File: src/rtl/lvdc_clk_pkg.sv
// lvdc_clk_pkg: FSM states, phase indices and tick-counter width helper for multiphase_clock_gen.
package lvdc_clk_pkg;
  typedef enum logic [1:0] {IDLE, HIGH, GAP} state_t;
  localparam int PH_W = 0;
  localparam int PH_X = 1;
  localparam int PH_Y = 2;
  localparam int PH_Z = 3;
  function automatic int tick_w(input int hi, input int gap);
    int m;
    m = hi > gap ? hi : gap;
    return m > 1 ? $clog2(m) : 1;
  endfunction
endpackage

File: src/rtl/clk_phase_fanout.sv
// clk_phase_fanout: registers one clock phase and drives its fanout, delay-line and inverted copies.
module clk_phase_fanout #(
  parameter int FANOUT = 8
) (
  input  logic              SIM_CLK,
  input  logic              SIM_RST,
  input  logic              i_ph,
  output logic              o_ph,
  output logic              o_phda,
  output logic              o_phn,
  output logic [FANOUT-1:0] o_fan
);
  logic r_ph;
  always_ff @(posedge SIM_CLK) r_ph <= SIM_RST ? 1'b0 : i_ph;
  assign o_ph   = r_ph;
  assign o_phda = r_ph;
  assign o_phn  = ~r_ph;
  assign o_fan  = {FANOUT{r_ph}};
endmodule

File: src/rtl/multiphase_clock_gen.sv
// multiphase_clock_gen: NPHASE non-overlapping one-hot clock phases with programmable width and gap.
// Define SINGLE_STEP_EN to let STEP run exactly one full cycle from IDLE.
module multiphase_clock_gen
  import lvdc_clk_pkg::*;
#(
  parameter int NPHASE     = 4,
  parameter int FANOUT     = 8,
  parameter int HIGH_TICKS = 2,
  parameter int GAP_TICKS  = 1,
  parameter int CYC_W      = 16
) (
  input  logic                     SIM_CLK,
  input  logic                     SIM_RST,
  input  logic                     BOP,
  input  logic                     STEP,
  output logic [NPHASE-1:0]        PH,
  output logic [NPHASE-1:0]        PHDA,
  output logic [NPHASE-1:0]        PHN,
  output logic [NPHASE*FANOUT-1:0] PH_FAN,
  output logic                     CYC_END,
  output logic [CYC_W-1:0]         CYC_CNT,
  output logic                     RUNNING
);
  localparam int IW = $clog2(NPHASE);
  localparam int TW = tick_w(HIGH_TICKS, GAP_TICKS);
  state_t           r_state;
  logic [IW-1:0]    r_idx;
  logic [TW-1:0]    r_tick;
  logic             r_inc;
  logic             r_cyc_end;
  logic             r_running;
  logic [CYC_W-1:0] r_cnt;
  logic             w_start;
  logic             w_hi_done;
  logic             w_gap_done;
  logic             w_last;
  logic             w_adv;
`ifdef SINGLE_STEP_EN
  assign w_start = BOP | STEP;
`else
  logic w_unused_step;
  assign w_unused_step = STEP;
  assign w_start       = BOP;
`endif
  assign w_hi_done  = r_tick == TW'(HIGH_TICKS - 1);
  assign w_gap_done = r_tick == TW'(GAP_TICKS - 1);
  assign w_last     = r_idx == IW'(NPHASE - 1);
  assign w_adv      = r_state == GAP ? w_gap_done : r_state == HIGH && w_hi_done && GAP_TICKS == 0;
  // Outputs are registered from the current state, so they trail the FSM by one edge.
  always_ff @(posedge SIM_CLK) begin
    if (SIM_RST) begin
      r_state   <= IDLE;
      r_idx     <= IW'(PH_W);
      r_tick    <= '0;
      r_inc     <= 1'b0;
      r_cyc_end <= 1'b0;
      r_running <= 1'b0;
      r_cnt     <= '0;
    end else begin
      r_tick    <= (r_state == IDLE || (r_state == HIGH ? w_hi_done : w_gap_done)) ? '0 : r_tick + TW'(1);
      r_cyc_end <= r_state == HIGH && w_hi_done && w_last;
      r_running <= r_state != IDLE;
      r_inc     <= w_adv && w_last;
      r_cnt     <= r_cnt + CYC_W'(r_inc);
      if (r_state == IDLE) r_state <= w_start ? HIGH : IDLE;
      else if (w_adv) begin
        r_state <= w_last && !BOP ? IDLE : HIGH;
        r_idx   <= w_last ? IW'(PH_W) : r_idx + IW'(1);
      end else if (r_state == HIGH && w_hi_done) r_state <= GAP;
    end
  end
  for (genvar p = 0; p < NPHASE; p++) begin : g_ph
    clk_phase_fanout #(.FANOUT(FANOUT)) u_ph (
      .SIM_CLK(SIM_CLK),
      .SIM_RST(SIM_RST),
      .i_ph   (r_state == HIGH && r_idx == IW'(p)),
      .o_ph   (PH[p]),
      .o_phda (PHDA[p]),
      .o_phn  (PHN[p]),
      .o_fan  (PH_FAN[p*FANOUT +: FANOUT])
    );
  end
  assign CYC_END = r_cyc_end;
  assign CYC_CNT = r_cnt;
  assign RUNNING = r_running;
endmodule

File: config.mk
export PLATFORM = sky130hd
export DESIGN_NAME = multiphase_clock_gen
export DESIGN_NICKNAME = d
export VERILOG_FILES = /design/src/rtl/lvdc_clk_pkg.sv /design/src/rtl/clk_phase_fanout.sv /design/src/rtl/multiphase_clock_gen.sv
export SDC_FILE = /design/constraint.sdc
export NUM_CORES = 1
export LEC_CHECK = 0
export BUFFER_PORTS_ARGS = -buffer_cell sky130_fd_sc_hd__buf_2
export CORE_MARGIN = 2
export CORE_UTILIZATION = 47
export CTS_CLUSTER_DIAMETER = 60
export DETAILED_ROUTE_END_ITERATION = 10
export PLACE_DENSITY_LB_ADDON = 0.1
export SYNTH_ARGS = -nofsm -noshare
export SYNTH_HDL_FRONTEND = slang
export SYNTH_SLANG_ARGS = --single-unit
File: constraint.sdc
create_clock -name SIM_CLK -period 2 [get_ports SIM_CLK]
set_input_delay 0.2 -clock SIM_CLK [delete_from_list [all_inputs] [get_ports SIM_CLK]]
set_output_delay 0.2 -clock SIM_CLK [all_outputs]
set_load 0.01 [all_outputs]
; ---- Word-level counts from Yosys, hierarchy flattened
; Cells that the tools add are included.
[word_totals]
register_bits = 28
inputBits = 4
out_inout_bits = 62
word_cells = 49
[classes]
n_addsub = 3
eq_ne = 5
muxes = 8
bitwise = 6
reduce_logical = 16
[op_table]
columns = op, n
row1 = 16-bit by 1-bit adder with 16-bit output, 1
row2 = 1-bit logical AND, 8
row3 = 2-bit two-way mux, 4
row4 = "2-bit == test, second input constant", 3
row5 = 1-bit NOT, 6
row6 = "2-bit by 1-bit == test with 1-bit output, second input constant", 2
row7 = 2-bit logical NOT, 2
row8 = 1-bit two-way mux, 4
row9 = 3-bit nonzero test, 1
row10 = "2-bit by 1-bit adder with 2-bit output, second input constant", 1
row11 = 2-bit AND reduction, 1
row12 = 2-bit nonzero test, 1
row13 = 2-bit OR reduction, 1
row14 = "1-bit adder, second input constant", 1
row15 = 1-bit logical NOT, 1
row16 = 1-bit logical OR, 1

; ---- Logic depth before layout (Yosys ltp)
[depth]
ltp_word = 5
mapped_depth = 5
depth_no_buf = 5

; ---- By module
; Synthesis repeated with hierarchy kept, for this count alone.
[hier_totals]
hier_cells = 171
hier_area_um2 = 1589.0
[by_module_without_submodules]
columns = module, instances, cells_per_inst, area_per_inst_um2, seq_area_each_um2
row1 = multiphase_clock_gen, 1, 123, 1168.6, 480.5
row2 = clk_phase_fanout, 4, 12, 105.1, 20.0

; ---- Worst setup path after synthesis
; OpenSTA, ideal clock, no wires.
[synth_path]
kind = reg2reg
start = register r_cnt[0], in the netlist CYC_CNT[0]
end = register r_cnt[12], in the netlist CYC_CNT[12]
setup_ps = 71
t_arrival_ps = 1575
required_time_ps = 1929
path_slack_ps = 354
stages_incl_launch_ff = 6
n_path_buf = 0
period_less_slack_ps = 1646
path_cell_list = dfxtp_1 ha_1 ha_1 nand4_2 or4_1 a21oi_1
[synth_via]
elab_chain_cells = 1
[synth_rtl]
columns = element, line
row1 = start: declaration, multiphase_clock_gen.sv:32  ; logic [CYC_W-1:0] r_cnt;
row2 = start signal: assignment, multiphase_clock_gen.sv:64  ; r_cnt <= r_cnt + CYC_W'(r_inc);
row3 = 16-bit by 1-bit adder with 16-bit output, multiphase_clock_gen.sv:64
; Every way passes these cells.
; A chain may end at the register's enable or synchronous reset.

; ---- Worst setup path in the final report
[layout_path]
start = register r_cnt[0], in the netlist CYC_CNT[0]
end = register r_cnt[14], in the netlist CYC_CNT[14]
; The elaborated chain is that of the path after synthesis.

==> qor.yml <==
finalWirelength_mm: 2.58
clk-insertion-delay-late_ps: 330
gp_congestion: 0.720
yosysWarnings: 0
grt_usage: 0.144
cp_top_family: "simple AND/OR/NAND/NOR gates"
fin_cells: 241
slew_headroom: 0.661
syn-cell-area_sq_um: 1570
fill_cells: 298
die-height_um: 61.8
grt_overflow_total: 0
start_kind: "flip-flop"
root_buffer: "clkbuf_4"
maxCapViolCount: 0
cp_common_cell: "ha_1"
nets: 210
start_util: 0.502
crit_arrival_ps: 2110
cts_max_level: 1
holdWs_ps: 271
firstDrtPassIters: 4
ys_top_cells_by_area: "dfxtp_1 (36%), buf_4 (21%), ha_1 (6.4%), a21oi_1 (3.2%), nor2_1 (3.1%)"
synth_nets: 188
rsz0062_at_grt: "false"
post-dp-hpwl_mm: 1.92
synth-seq-cells: 28
syn_inst: 176
syn_area_per_cell_sq_um: 8.92
cts.clk_slew.worst_paths_ps: 140
io_buffers: 64
drtIter0Drc: 18
cts_buffer_depth: 2
synth_edf_count: 0
worst_pin_slew_ps: 508
hold_buffers: 0
hold_viol: 0
drv_slew: 0
rr_worst_depth: 5
synth-async-reset-ratio: 0
vias_per_cell: 4.76
ioPinCount: 66
postCtsSetupBuffers: 0
peakVddDrop_mv: 0.391
grt_pass1_wl_mm: 4.12
cts-buffers-inserted: 3
antenna_found_initial: 0
num_antenna_cells: 0
min_path_cells: 4
drive_gt1_frac: 0.391
cts_tree: "yes"
setup_viol: 0
endpoint_kind: "flip-flop"
seq_area_frac_synth: 0.357
fp.dieW_um: 61.8
crit_fanout: 9
grt_pass1_vias: 968
critical_path_required_ps: 2240
cp_slowest_cell: "dfxtp_1"
yosysTopAreaCell: "dfxtp_1"
cpPeakStageDelay_ps: 380
coreArea_sq_um: 3130
cp_num_cells: 5
rows: 20
critPathKind: "flip-flop to flip-flop"
crit_buf_inv: 0
min_path_type: "input port to flip-flop"
yosysUniqueCellTypes: 31
clock_sinks: 28
vias: 1148
wl_per_cell_um: 10.7
final.period_utilization: 0.936
leakage_uw: 0.000819
clock.fmax_mhz: 534
ant_nets: 0
period_needed_ps: 1870
design.die.area_sq_um: 3820
outcome: "completed"
synth_top_area_frac: 0.357
fin_worst_skew_ps: 2.47
synthFlopType: "dfxtp_1"
path_cells: "ha_1 > ha_1 > nand4_2 > nor4_1 > mux2_2"
syn_to_final_growth_pct: 4.46
dp.cells: 237
grt_max_degree: 30
power.density_nw_per_um2: 544
cts_resized: 0
tns_ps: 0
drcViolationCount: 0
-- final cells by class --
| class | count | area [sq um] | area share |
|---|---|---|---|
| clock buffers | 4 | 36.3 | 0.0221 |
| inverters | 9 | 33.8 | 0.0206 |
| multi-input cells | 92 | 634 | 0.387 |
| flip-flops and latches | 28 | 561 | 0.342 |
| well taps | 44 | 55.1 | 0.0336 |
| repair buffers | 64 | 320 | 0.195 |
-- state kept, by name (all words and copies together), names as in the netlist --
name,cells
CYC_CNT,16
g_ph.u_ph.o_ph,4
r_idx,2
r_state,2
CYC_END,1
RUNNING,1
r_inc,1
r_tick,1
-- path summary, 6_finish.rpt --
check / start / to / slack (ps)
worst min-delay path: BOP / r_state[0]$_SDFFE_PP0P_ / 270
worst max-delay path: CYC_CNT[0]$_SDFF_PP0_ / CYC_CNT[14]$_SDFF_PP0_ / 130
worst min register to register: r_tick$_SDFF_PP0_ / r_tick$_SDFF_PP0_ / 540
worst max register to register: CYC_CNT[0]$_SDFF_PP0_ / CYC_CNT[14]$_SDFF_PP0_ / 130
-- per-stage QoR --
step	worst slack (ps)	instance area, sq um	total power, uW	utilization
floorplan	354	1570	628	-
global placement	266	1600	629	0.513
detailed placement	113	1600	630	0.513
CTS	96.6	1640	905	0.524
global route	21.4	1640	936	0.524
finish	128	1640	892	0.524
-- power by group --
part | switching, uW | internal [uW] | leakage (uW)
Combinational | 27.4 | 19.5 | 0.000572
Sequential | 6.65 | 563 | 0.000226
Clock | 163 | 111 | 0.0000210
Total | 197 | 694 | 0.000819
-- per-layer routing --
metal / track usage / routed length (um) / part of all wire
met2: 0.257 / 1230 / 0.48
met3: 0.0186 / 158 / 0.061
met5: 0 / 0 / 0
met1: 0.172 / 1150 / 0.44
met4: 0.0638 / 45 / 0.017
-- kinds of logic after synthesis --
| kind of cell | after synthesis | synth area share |
|---|---|---|
| buffers and inverters | 56 | 0.239 |
| multiplexers | 6 | 0.0414 |
| XOR/XNOR | 3 | 0.0167 |
| adder cells (fa/ha/maj) | 8 | 0.0637 |
| AO/OA/AOI/OAI | 18 | 0.0637 |
| flip-flops | 28 | 0.357 |
| AND/OR/NAND/NOR | 57 | 0.218 |
-- worst register-to-register path, cell delays in order, from the launching register on --
cell and delay, ps:
dfxtp_1 380, ha_1 260, ha_1 250, nand4_2 220, nor4_1 300, mux2_2 370
-- Yosys cell counts, types with 3 or more instances --
library cell	instances
or4_1	4
clkbuf_1	3
and2_1	4
ha_1	8
mux2_2	4
inv_1	9
nor2_1	13
a21oi_1	10
o31ai_1	4
nand3_1	4
o21ai_0	4
nor4_1	4
nor2b_1	7
dfxtp_1	28
buf_4	44
nand2_1	6
-- layout by cell type, fill, tap and decap left out, types with 2 or more instances in the layout --
| master | synthesis | final |
|---|---|---|
| or3_1 | 2 | 2 |
| o31ai_1 | 4 | 4 |
| and2_1 | 4 | 4 |
| o21ai_0 | 4 | 4 |
| a21oi_1 | 10 | 10 |
| ha_1 | 8 | 8 |
| nor2b_1 | 7 | 7 |
| inv_1 | 9 | 9 |
| nand4_1 | 2 | 2 |
| clkbuf_4 | 0 | 3 |
| and3b_1 | 2 | 2 |
| nor2_1 | 13 | 13 |
| buf_2 | 0 | 64 |
| nor4_1 | 4 | 4 |
| mux2_2 | 4 | 4 |
| dfxtp_1 | 28 | 28 |
| nand3_1 | 4 | 4 |
| nand2_1 | 6 | 6 |
| xor2_1 | 2 | 2 |
| or4_1 | 4 | 4 |
| mux2i_1 | 2 | 2 |
Note: power is estimated with default switching activity, not from simulation.
